`src/rtl/fft_sdf_ctrl.sv`:
```
// rtl/fft_sdf_ctrl.sv - sequencing controller for a 32-point radix-2 SDF FFT pipeline

module fft_sdf_ctrl #(
    parameter int LOG2N = 5
) (
    input  logic                           clk,
    input  logic                           rst,
    input  logic                           in_valid,
    output logic                           in_ready,
    output logic                           zero_in,
    output logic [LOG2N-1:0]               bf_sel,
    output logic [(LOG2N-1)*(LOG2N-1)-1:0] tw_addr,
    output logic                           out_valid,
    output logic [LOG2N-1:0]               out_idx,
    output logic                           frame_done,
    output logic                           busy,
    output logic                           err
);
    localparam int N   = 1 << LOG2N;
    localparam int LAT = N - 1;
    localparam int TWW = LOG2N - 1;

    typedef logic [LOG2N-1:0] cnt_t;
    typedef logic [TWW-1:0]   tw_t;
    typedef enum logic [1:0] {S_IDLE, S_RUN, S_FLUSH} state_t;

    state_t           state_q, state_d;
    cnt_t             g_q, g_d;
    cnt_t             fcnt_q, fcnt_d;
    logic [LAT-1:0]   vline_q, vline_d;
    logic             err_q, err_d;
    logic             in_acc;
    logic             active;
    cnt_t             op;

    always_ff @(posedge clk) begin
        if (!rst) begin
            state_q <= S_IDLE;
            g_q     <= '0;
            fcnt_q  <= '0;
            vline_q <= '0;
            err_q   <= 1'b0;
        end else begin
            state_q <= state_d;
            g_q     <= g_d;
            fcnt_q  <= fcnt_d;
            vline_q <= vline_d;
            err_q   <= err_d;
        end
    end

    always_comb begin
        state_d = state_q;
        g_d     = g_q;
        fcnt_d  = fcnt_q;
        err_d   = err_q;
        in_acc  = in_valid && (state_q != S_FLUSH);
        vline_d = {vline_q[LAT-2:0], in_acc};
        case (state_q)
            S_IDLE: begin
                g_d = '0;
                if (in_valid) begin
                    state_d = S_RUN;
                    g_d     = cnt_t'(1);
                    err_d   = 1'b0;
                end
            end
            S_RUN: begin
                g_d = g_q + cnt_t'(1);
                if (!in_valid) begin
                    state_d = S_FLUSH;
                    // A g=0 gap ends a completed frame; that cycle already counts as the first drain cycle.
                    if (g_q == '0) begin
                        fcnt_d = cnt_t'(1);
                    end else begin
                        fcnt_d  = '0;
                        err_d   = 1'b1;
                        vline_d = '0;
                    end
                end
            end
            S_FLUSH: begin
                g_d    = g_q + cnt_t'(1);
                fcnt_d = fcnt_q + cnt_t'(1);
                if (fcnt_q == cnt_t'(LAT - 1)) begin
                    state_d = S_IDLE;
                    g_d     = '0;
                    fcnt_d  = '0;
                end
            end
            default: begin
                state_d = S_IDLE;
                g_d     = '0;
                fcnt_d  = '0;
            end
        endcase
    end

    assign active     = (state_q != S_IDLE);
    assign in_ready   = (state_q != S_FLUSH);
    assign zero_in    = (state_q != S_RUN);
    assign busy       = active;
    assign err        = err_q;
    assign out_valid  = vline_q[LAT-1];
    assign op         = g_q + cnt_t'(1);
    assign out_idx    = out_valid ? {<<{op}} : '0;
    assign frame_done = out_valid && (op == '1);

    for (genvar s = 0; s < LOG2N; s++) begin : g_bf
        localparam cnt_t OFF = cnt_t'(N - (N >> s));
        localparam cnt_t SEL = cnt_t'(1) << (LOG2N - 1 - s);
        assign bf_sel[s] = active && (((g_q - OFF) & SEL) != '0);
    end

    // Twiddle phase trails the butterfly select by one shift-register length.
    for (genvar s = 0; s < LOG2N - 1; s++) begin : g_tw
        localparam cnt_t POFF = cnt_t'(N - (N >> s) + (N >> (s + 1)));
        localparam cnt_t MASK = cnt_t'((N >> (s + 1)) - 1);
        localparam cnt_t SEL  = cnt_t'(1) << (LOG2N - 1 - s);
        cnt_t p;
        assign p = g_q - POFF;
        assign tw_addr[TWW*s +: TWW] = (active && ((p & SEL) != '0)) ? tw_t'((p & MASK) << s) : '0;
    end

endmodule

```
`config.mk`:
```
export PLATFORM = sky130hd
export DESIGN_NAME = fft_sdf_ctrl
export DESIGN_NICKNAME = d
export VERILOG_FILES = /design/src/rtl/fft_sdf_ctrl.sv
export SDC_FILE = /design/constraint.sdc
export NUM_CORES = 1
export LEC_CHECK = 0
export CAP_MARGIN = 30
export CORE_UTILIZATION = 54
export DETAILED_ROUTE_END_ITERATION = 8
export GPL_TIMING_DRIVEN = 1
export PLACE_DENSITY = 0.81
export SLEW_MARGIN = 20
export SYNTH_ARGS = -nofsm -noshare
export SYNTH_HDL_FRONTEND = slang
export SYNTH_SLANG_ARGS = --single-unit
```
`constraint.sdc`:
```
create_clock -name clk -period 2.7 [get_ports clk]
set_input_delay 0.54 -clock clk [delete_from_list [all_inputs] [get_ports clk]]
set_output_delay 0.54 -clock clk [all_outputs]
set_load 0.01 [all_outputs]
```
# Yosys cells after proc, flatten, opt, wreduce, memory -nomap -nowiden

Cells that the tools add are included.

Output and inout port bits: 32
Bits of input ports: 3
Logic and storage cells: 63
Bits in registers: 44

Bitwise logic cells: 1
Add/sub/neg operators: 6
Reduce and logical (&&, ||, !) cells: 18
Equal/unequal tests: 10
Muxes and demuxes: 23

Operators with widths:

| cell                  | number |
|---|---|
| $mux W31              | 3 |
| $pmux W5 S3           | 2 |
| $mux W5               | 4 |
| $mux W4               | 4 |
| $logic_and A1 B1 Y1   | 11 |
| $add A5 B1 Y5 const B | 2 |
| $eq A5 B5 Y1 const B  | 2 |
| $ne A2 B2 Y1 const B  | 5 |
| $mux W2               | 3 |
| $pmux W2 S3           | 1 |
| $logic_not A5 Y1      | 1 |
| $mux W1               | 5 |
| $sub A5 B5 Y5 const B | 1 |
| $reduce_and A4 Y1     | 1 |
| $reduce_bool A2 Y1    | 2 |
| $sub A4 B4 Y4 const B | 1 |
| $reduce_and A3 Y1     | 1 |
| $sub A3 B3 Y3 const B | 1 |
| $eq A2 B1 Y1 const B  | 1 |
| $eq A2 B2 Y1 const B  | 1 |
| $logic_not A2 Y1      | 1 |
| $ne A2 B1 Y1 const B  | 1 |
| $pmux W1 S2           | 1 |
| $reduce_and A2 Y1     | 1 |
| other kinds (2)       | 2 |

# Depth between registers and ports, before layout

Gate-level depths: netlist of the first run.

Word-level depth: 5
Gate-level depth with buffers: 7
Mapped depth without buffers: 5

# Worst setup path after synthesis of the first run

OpenSTA, ideal clock, no wires.

Path kind: reg-to-output
Start point: register g_q[1]
End point: output port frame_done
Cell stages (with the launch flop): 5
Path buffers: 0
Setup slack: 0.846 ns
Data required time: 2.160 ns
Arrival time: 1.314 ns
Path through: dfxtp_1 -> ha_1 -> nand3_1 -> xor2_1 -> nor4b_1

Word-level cells in the longest chain between the ends: 3

RTL lines:

| what                   | line | RTL |
|---|---|---|
| from (decl)            | 28   | `cnt_t g_q, g_d;` |
| from (signal assigned) | 45   | `g_q <= g_d;` |
| $add A5 B1 Y5          | 105  | `assign op = g_q + cnt_t'(1);` |
| $eq A5 B5 Y1           | 107  | `assign frame_done = out_valid && (op == '1);` |
| $logic_and A1 B1 Y1    | 107  |  |
| to (decl)              | 15   | `output logic frame_done,` |

No other way between the ends.

# Worst setup path after layout of the first run

Start point: register state_q[1]
End point: output port tw_addr[10]

Word-level cells in the longest chain between the ends: 3

RTL lines:

| what                   | line | RTL |
|---|---|---|
| from (decl)            | 27   | `state_t state_q, state_d;` |
| from (signal assigned) | 44   | `state_q <= state_d;` |
| $reduce_bool A2 Y1     | 99   | `assign active = (state_q != S_IDLE);` |
| $logic_and A1 B1 Y1    | 122  | `assign tw_addr[TWW*s +: TWW] = (active && ((p & SEL) != '0)) ? tw_t'((p & MASK) << s) : '0;` |
| $mux W4                | 122  |  |
| to (decl)              | 12   | `output logic [(LOG2N-1)*(LOG2N-1)-1:0] tw_addr,` |

No other way between the ends.

==> results.py, run 1 <==
metrics = {
    "outcome": {
        "status": "finished clean",
    },
    "yosys": {
        "yosysSeqAreaShare_pct": 48.52,
        "syn_area_sq_mm": 0.001815,
        "synth_top_cell_area_share_pct": 48.52,
        "ys_ff_latch": 44,
        "yosysTopAreaCell": "dfxtp_1",
        "synth-async-reset-ratio_pct": 0,
        "avgSynthCellArea_sq_um": 9.657,
        "ys.flop_type": "dfxtp_1",
        "synth_area_leaders": "dfxtp_1, and2_1, ha_1",
        "synth.most_common_cell": "dfxtp_1",
        "synth_common_cells": "dfxtp_1, and2_1, nand2_1",
        "ys_types": 37,
        "synth_edf_count": 0,
        "syn_inst": 188,
        "ys_warn_count": 0,
    },
    "place": {
        "port_buffers": 28,
        "hpwl_mm": 2.325,
        "gp_congestion": 0.8961,
        "post_dp_cell_area_sq_mm": 0.002074,
    },
    "routing": {
        "routedWlPerCell_um": 12.42,
        "drc": 0,
        "firstDrtPassIters": 5,
        "wl_mm": 3.217,
        "drtAntennaViolNets": 0,
        "via_per_inst": 5.050,
        "dr.first_iter.drc_count": 62,
        "num_vias": 1308,
    },
    "timing": {
        "skew_ns": 0.01603,
        "fin_crit_sh_pct": 93.81,
        "whs_ns": 0.4323,
        "slew_violations": 0,
        "max_freq_mhz": 394.8,
        "hold_viol_final": 0,
        "totalNegativeSetupSlack_ns": 0,
        "setup_viol": 0,
        "rsz0062_at_grt": "no",
        "period_minus_slack_ns": 2.533,
    },
    "critical_path": {
        "reg2reg_setup_slack_ns": 0.94,
        "required_ns": 2.16,
        "reg2reg_depth": 5,
        "r2r_start": "state_q[1]",
        "cp-end-kind": "output port",
        "rr_endpoint": "fcnt_q[3]",
        "timing_worst_setup_path_type": "flip-flop to output port",
        "critPathMaxFanout": 9,
        "crit_arrival_ns": 1.99,
        "cp-start-kind": "flip-flop",
    },
    "layout": {
        "fin_area_sq_mm": 0.002167,
        "fin_nets": 227,
        "layout-drive-gt1-share_pct": 7.442,
        "area_delta_synth_final_pct": 19.37,
        "diodes": 0,
    },
    "clock_network": {
        "clock_latency_ns": 0.35,
        "cts_root_buf": "clkbuf_4",
        "cts_made_buffers": 5,
        "cts_sinks": 44,
        "clk_pin_slew_worst_paths_ns": 0.14,
        "post_cts_buffers": 0,
        "cts_max_path_buffers": 2,
        "h-tree-depth": 2,
        "cts_tree": "done",
    },
    "floorplan": {
        "core_area_sq_mm": 0.003128,
        "initial_core_util_pct": 58.04,
        "die-area_sq_mm": 0.003598,
        "die_h_um": 59.98,
        "boundaryPins": 35,
        "num_rows": 20,
        "die_w_um": 59.98,
    },
    "grt": {
        "grt_max_degree": 31,
        "grt_pass1_vias": 1191,
        "antenna_found_initial": 0,
        "gr-total-overflow": 0,
        "grt_pass1_wl_mm": 5.616,
        "grtUsageTotal_pct": 21.43,
    },
    "worst_hold_path": {
        "whs_path_depth": 1,
        "holdPathEnd": "vline_q[9]",
        "hp-start": "vline_q[8]",
        "hp-class": "flip-flop to flip-flop",
    },
    "power": {
        "power_density_mw_per_mm2": 727.7,
        "ir_worst_vdd_uv": 430.2,
        "p_leak_uw": 0.0009268,
    },
    "run": {
        "drv_cap": 0,
    },
}
[critical path: stages, from the launching register on]
cell	delay [ns]
dfxtp_1	0.40
inv_1	0.10
ha_2	0.24
inv_1	0.12
nand2_1	0.12
nor2_1	0.11
clkdlybuf4s50_1	0.54
[layout by cell type (no fill, tap or decap), types with 3 or more instances in the layout]
| master | count |
|---|---|
| inv_1 | 13 |
| dfxtp_2 | 3 |
| a21oi_1 | 3 |
| nand3_1 | 6 |
| nand2_1 | 14 |
| nand4b_1 | 3 |
| nor2_1 | 9 |
| nor2b_1 | 6 |
| a31oi_1 | 3 |
| xor2_1 | 3 |
| ha_1 | 9 |
| clkbuf_4 | 5 |
| clkdlybuf4s50_1 | 27 |
| conb_1 | 6 |
| and2_1 | 33 |
| dfxtp_1 | 41 |
[sequential cells by signal (all words and copies together), names as in the netlist]
signal	flops
err	1
state_q	2
fcnt_q	5
vline_q	31
g_q	5
[through the flow]
step / std cells / total power, uW / utilization (%) / setup slack [ns]
final: 259 / 1577 / 69.28 / 0.1672
after global routing: 259 / 1675 / 69.28 / 0.001743
after CTS: 259 / 1576 / 69.08 / 0.01272
after detailed placement: 251 / 1163 / 66.32 / 0.3595
after global placement: 251 / 1145 / 66.32 / 0.4150
after floorplan: 193 / 1017 / - / 0.8460
[per-layer routing]
metal  routed length [um]  GRT usage [%]  up-vias
li1                     -              -      651
met5                    0              0        -
met1                 1410          26.73      599
met2                 1574          35.56       53
met4                   31          6.312        0
met3                  201          6.494        5
[how the worst max path moves through the flow]
stage	endpoint	depth (start not counted)	slack (ns)	startpoint
after floorplan	frame_done	4	0.85	g_q[1]
final	tw_addr[10]	6	0.17	state_q[1]
after global routing	tw_addr[15]	6	0.002	state_q[1]
after CTS	frame_done	5	0.01	g_q[1]
after detailed placement	frame_done	5	0.36	g_q[1]
after global placement	frame_done	5	0.42	g_q[0]
[power by group]
| group | total (uW) | leakage, uW | internal [uW] | switching, uW |
|---|---|---|---|---|
| combinational | 453 | 0.000528 | 200 | 253 |
| clock | 414 | 0.0000418 | 198 | 216 |
| sequential | 710 | 0.000357 | 681 | 29.0 |
| total | 1580 | 0.000927 | 1080 | 498 |
[cell families after synthesis]
family                     count (synthesis)  synth area share [%]
xor gates and xnor gates                   3                 1.448
AOI/OAI and AO/OA                         15                 6.203
muxes                                      2                 1.103
buffers and inverters                     28                 8.339
adders and majority gates                 10                 6.892
DFF                                       44                 48.52
other                                      1                0.2066
and+or+nand+nor                           85                 27.29
[what timing repair did]
| action | CTS | global route |
|---|---|---|
| hold endpoints to repair | 0 | 0 |
| setup endpoints to repair | 1 | 14 |
| pin swaps | 0 | 0 |
| hold buffers | 0 | 0 |
| gates resized for setup | 2 | 3 |
[cell type report]
type / instances / area (sq um)
fillers: 259 / 960.9
flip-flops and latches: 44 / 884.6
multi-input cells: 121 / 804.5
repair buffers: 29 / 290.3
well taps: 44 / 55.05
inverters: 13 / 48.80
clock inverters: 3 / 46.29
clock buffers: 5 / 37.54
No activity file was read; power rests on OpenSTA's default activity.
==> run 2: changes to the inputs <==
--- a/config.mk
+++ b/config.mk
@@ -5,6 +5,7 @@
 export SDC_FILE = /design/constraint.sdc
 export NUM_CORES = 1
 export LEC_CHECK = 0
+export ABC_CLOCK_PERIOD_IN_PS = 2700
 export CAP_MARGIN = 30
 export CORE_UTILIZATION = 54
 export DETAILED_ROUTE_END_ITERATION = 8
==> results of run 2 <==
The final DEF is identical to that of run 1; final timing and power are the same.
==> run 3: changes to the inputs <==
--- a/config.mk
+++ b/config.mk
@@ -10,6 +10,7 @@
 export CORE_UTILIZATION = 54
 export DETAILED_ROUTE_END_ITERATION = 8
 export GPL_TIMING_DRIVEN = 1
+export HOLD_SLACK_MARGIN = 0.05
 export PLACE_DENSITY = 0.81
 export SLEW_MARGIN = 20
 export SYNTH_ARGS = -nofsm -noshare
==> results of run 3 <==
The final DEF is identical to that of run 1; final timing and power are the same.
==> RTL edit 1, RTL diff (config.mk and constraints of run 1) <==
Re-encode `state_t` (3 states) as one-hot, 3 bits wide.
--- a/src/rtl/fft_sdf_ctrl.sv
+++ b/src/rtl/fft_sdf_ctrl.sv
@@ -22,7 +22,7 @@
 
     typedef logic [LOG2N-1:0] cnt_t;
     typedef logic [TWW-1:0]   tw_t;
-    typedef enum logic [1:0] {S_IDLE, S_RUN, S_FLUSH} state_t;
+    typedef enum logic [2:0] {S_IDLE = 3'b001, S_RUN = 3'b010, S_FLUSH = 3'b100} state_t;
 
     state_t           state_q, state_d;
     cnt_t             g_q, g_d;
Function: no difference found for any inputs over 10 cycles, from zero or initial values and one cycle with rst low; not proved beyond that.
==> RTL edit 1 against run 1 <==
  * Wire length is 2.3% higher
  * Setup slack better by 17 ps
  * First-iteration DRC count is 16% higher
  * Die area is 5.6% lower
  * Count of clock-buffer cells in the layout stayed put
  * Largest cell class unchanged
  * Design area is 3.2% lower
  * Critical path type unchanged
  * Sequential cell count is 1 higher
  * Synthesized area is 5.8% lower
Power is not compared: it rests on default switching activity, and its combinational part moved more than twofold at a synthesized area within 25%.
==> RTL edit 1: results (changes against run 1) <==
setup_path:
  reg2reg_from: "g_q[0]"
  reg2reg_slack_ps: 890  # -50 ps
  critical_path.max_fanout: 6  # -3
  r2r-end: "vline_q[7]"
  r2r_cells: 6  # +1
  worstSetupStartpoint: "g_q[1]"
  endpoint: "out_idx[0]"
clock_tree:
  cts-resized-gates: 3  # +1
  clock_latency_ps: 370  # +20 ps
synth:
  ys_types: 33  # -11%
  seq_area_frac_synth_pct: 52.7  # +4.2 points
  synth_compound_area_share_pct: 6.29  # +0.089 points
  synth_mux_area_share_pct: 0  # -1.1 points
  synthTopCellsByArea: "dfxtp_1 (53%), and2_1 (12%), ha_1 (3.7%)"
  netlist_top_cells_count: "dfxtp_1 (45), and2_1 (34), nor2_1 (12)"
  yosys_warnings: 0  # unchanged
route:
  drt_iter0_markers: 72  # +16%
  firstDrtPassIters: 4  # -1
  route.vias.total: 1274  # -2.6%
  wl_um: 3290  # +2.3%
status:
  outcome: "complete, no violations"
final_layout:
  multi_input_area_sq_um: 729  # -9.3%
  seq_cell_count: 45  # +2.3%
  buffers_excl_clock: 31  # +6.9%
  layout_top_registers: "vline_q x31, fcnt_q x5, g_q x5"
  finalNetCount: 217  # -4.4%
  clock_area_share_pct: 2.80  # -1.1 points
  multi_input_cells: 114  # -5.8%
placed_design:
  hpwl_um: 2240  # -3.8%
  place_congestion: 0.793  # -12%
grt:
  track_usage_pct: 21.7  # +0.31 points
  grt_pass1_vias: 1128  # -5.3%
  grt_pass1_wl_um: 5330  # -5.0%
[RTL edit 1: cell types whose count changed in the layout (fill, tap and decap cells not counted), sizes merged, moves of 3 or more]
cell and change:
ha -5, nand2 -7, nand4b -3, nor2 +3
o21ai +4, or3 +3
[RTL edit 1: through the flow]
stage / worst slack (ps) / instance area [sq um] / instances / hold WS [ps] / util, %
5_1_grt: 61.1 / 2100 / 254 / 433 / 69.3
3_3_place_gp: 530 / 2010 / 245 / 412 / 66.4
3_5_place_dp: 320 / 2010 / 245 / 412 / 66.4
6_report: 184 / 2100 / 254 / 428 / 69.3
4_1_cts: 6.72 / 2080 / 253 / 432 / 68.7
2_1_floorplan: 959 / 1730 / 183 / 406 / -
[RTL edit 1: metal layers]
metal / vias up / routed length [um] / track usage [%]
met5: - / 0 / 0
met4: 0 / 58 / 10.2
met3: 8 / 237 / 8.71
met2: 60 / 1590 / 34.5
met1: 575 / 1400 / 25.8
li1: 631 / - / -
==> RTL edit 2, RTL diff (flow settings as in run 1) <==
Without the edit above. `LOG2N`: 5 -> 6.
--- a/src/rtl/fft_sdf_ctrl.sv
+++ b/src/rtl/fft_sdf_ctrl.sv
@@ -1,7 +1,7 @@
 // rtl/fft_sdf_ctrl.sv - sequencing controller for a 32-point radix-2 SDF FFT pipeline
 
 module fft_sdf_ctrl #(
-    parameter int LOG2N = 5
+    parameter int LOG2N = 6
 ) (
     input  logic                           clk,
     input  logic                           rst,
Ports: changed (resized bf_sel, out_idx and tw_addr); port bits go from 35 to 46. The function was not compared with the original's and may differ.
==> RTL edit 2 against run 1 <==
  * Synthesized cell count increased by 51%
  * Clock skew down 8.3 ps
  * Critical path depth did not move
  * Design area grew 54%
  * Global-route usage fell by 3.9 points
  * Setup slack worse by 36 ps
  * Sequential cell count up 34
  * Total power is 53% higher
  * Combinational power is 5.1% higher
  * Count of clock-buffer cells in the layout up 4
  * Synthesized area rose by 58%
  * Utilization is 3.8 points lower
  * Wire length up 38%
  * Critical path type unchanged
==> RTL edit 2: results (changes against run 1) <==
status:
  outcome: "complete, no violations"
grt:
  grt_pass1_wl_um: 7200  # +28%
  grtUsageMet1_pct: 21.7  # -5.0 points
  track_usage_pct: 17.5  # -3.9 points
  grt_pass1_vias: 1619  # +36%
clock_tree:
  root_buffer: "clkbuf_8"
  h-tree-depth: 3  # +1
route:
  wl_um: 4450  # +38%
  route.vias.total: 1811  # +38%
  firstDrtPassIters: 4  # -1
  wl_per_cell_um: 11.3  # -8.9%
synth:
  ys_types: 34  # -8.1%
  synth_adder_area_share_pct: 4.37  # -2.5 points
  synth_mux_area_share_pct: 0.699  # -0.40 points
  synthCells: 283  # +51%
  seq_area_frac_synth_pct: 54.5  # +6.0 points
  synth_xor_area_share_pct: 1.22  # -0.22 points
  ys_ff_latch: 78  # +77%
hold_path:
  hp-start: "vline_q[36]"
  hold_end: "vline_q[37]"
setup_path:
  arrival_ps: 2030  # +40 ps
  r2r-end: "fcnt_q[5]"
  reg2reg_slack_ps: 860  # -80 ps
sta:
  skew_ps: 7.76  # -8.27 ps
placed_design:
  dp_slack_ps: 401  # +42.0 ps
pwr:
  irDropWorstVdd_mv: 0.443  # +3.1%
  leakagePower_nw: 1.44  # +55%
final_layout:
  layout_top_registers: "vline_q x63, fcnt_q x6, g_q x6"
## RTL edit 2: cell types whose count changed after synthesis, sizes merged, moves of 3 or more
cell / delta
dfxtp: +34
and2: +33
nor2: +13
buf: +9
nand2: +3
nand4: -3
nand4b: -3
nor2b: +3
## RTL edit 2: power breakdown
| part | internal (W) | switching (W) | total (W) |
|---|---|---|---|
| Clock | 0.000324 | 0.000398 | 0.000722 |
| Sequential | 0.00118 | 0.0000304 | 0.00121 |
| Combinational | 0.000203 | 0.000273 | 0.000476 |
| Total | 0.00171 | 0.000701 | 0.00241 |
## RTL edit 2: final cells by class
cell class              instances  area, sq um
clock inverters                 6         40.0
fillers                       401         1770
repair buffers                 38          373
multi-input cells             178         1100
well taps                      70         87.6
clock buffers                   9          124
inverters                      14         52.6
flip-flops and latches         78         1570
## RTL edit 2: worst max-delay path: cells and delay by family (launching register included)
family / cells / cell delay [ps]
buffers and inverters: 1 / 560
DFF: 1 / 390
and+or+nand+nor: 3 / 370
adders and majority gates: 1 / 210
xor gates and xnor gates: 1 / 170
## RTL edit 2: how the worst max path moves through the flow
stage | slack (ps) | cells past startpoint | endpoint | startpoint
after floorplan | 870 | 5 | frame_done | g_q[1]
after global placement | 460 | 6 | frame_done | g_q[0]
after detailed placement | 400 | 6 | frame_done | g_q[1]
after CTS | 20 | 6 | frame_done | g_q[1]
after global routing | 10 | 6 | frame_done | g_q[1]
final | 130 | 6 | frame_done | g_q[0]
## RTL edit 2: cell families (layout without fill, tap and decap cells)
logic type | count (synthesis) | in the layout
flops | 78 | 78
compound gates | 20 | 20
other cells | 1 | 10
mux | 2 | 2
buf+inv | 36 | 67
xor+xnor | 4 | 4
simple gates | 132 | 132
fa+ha+maj | 10 | 10
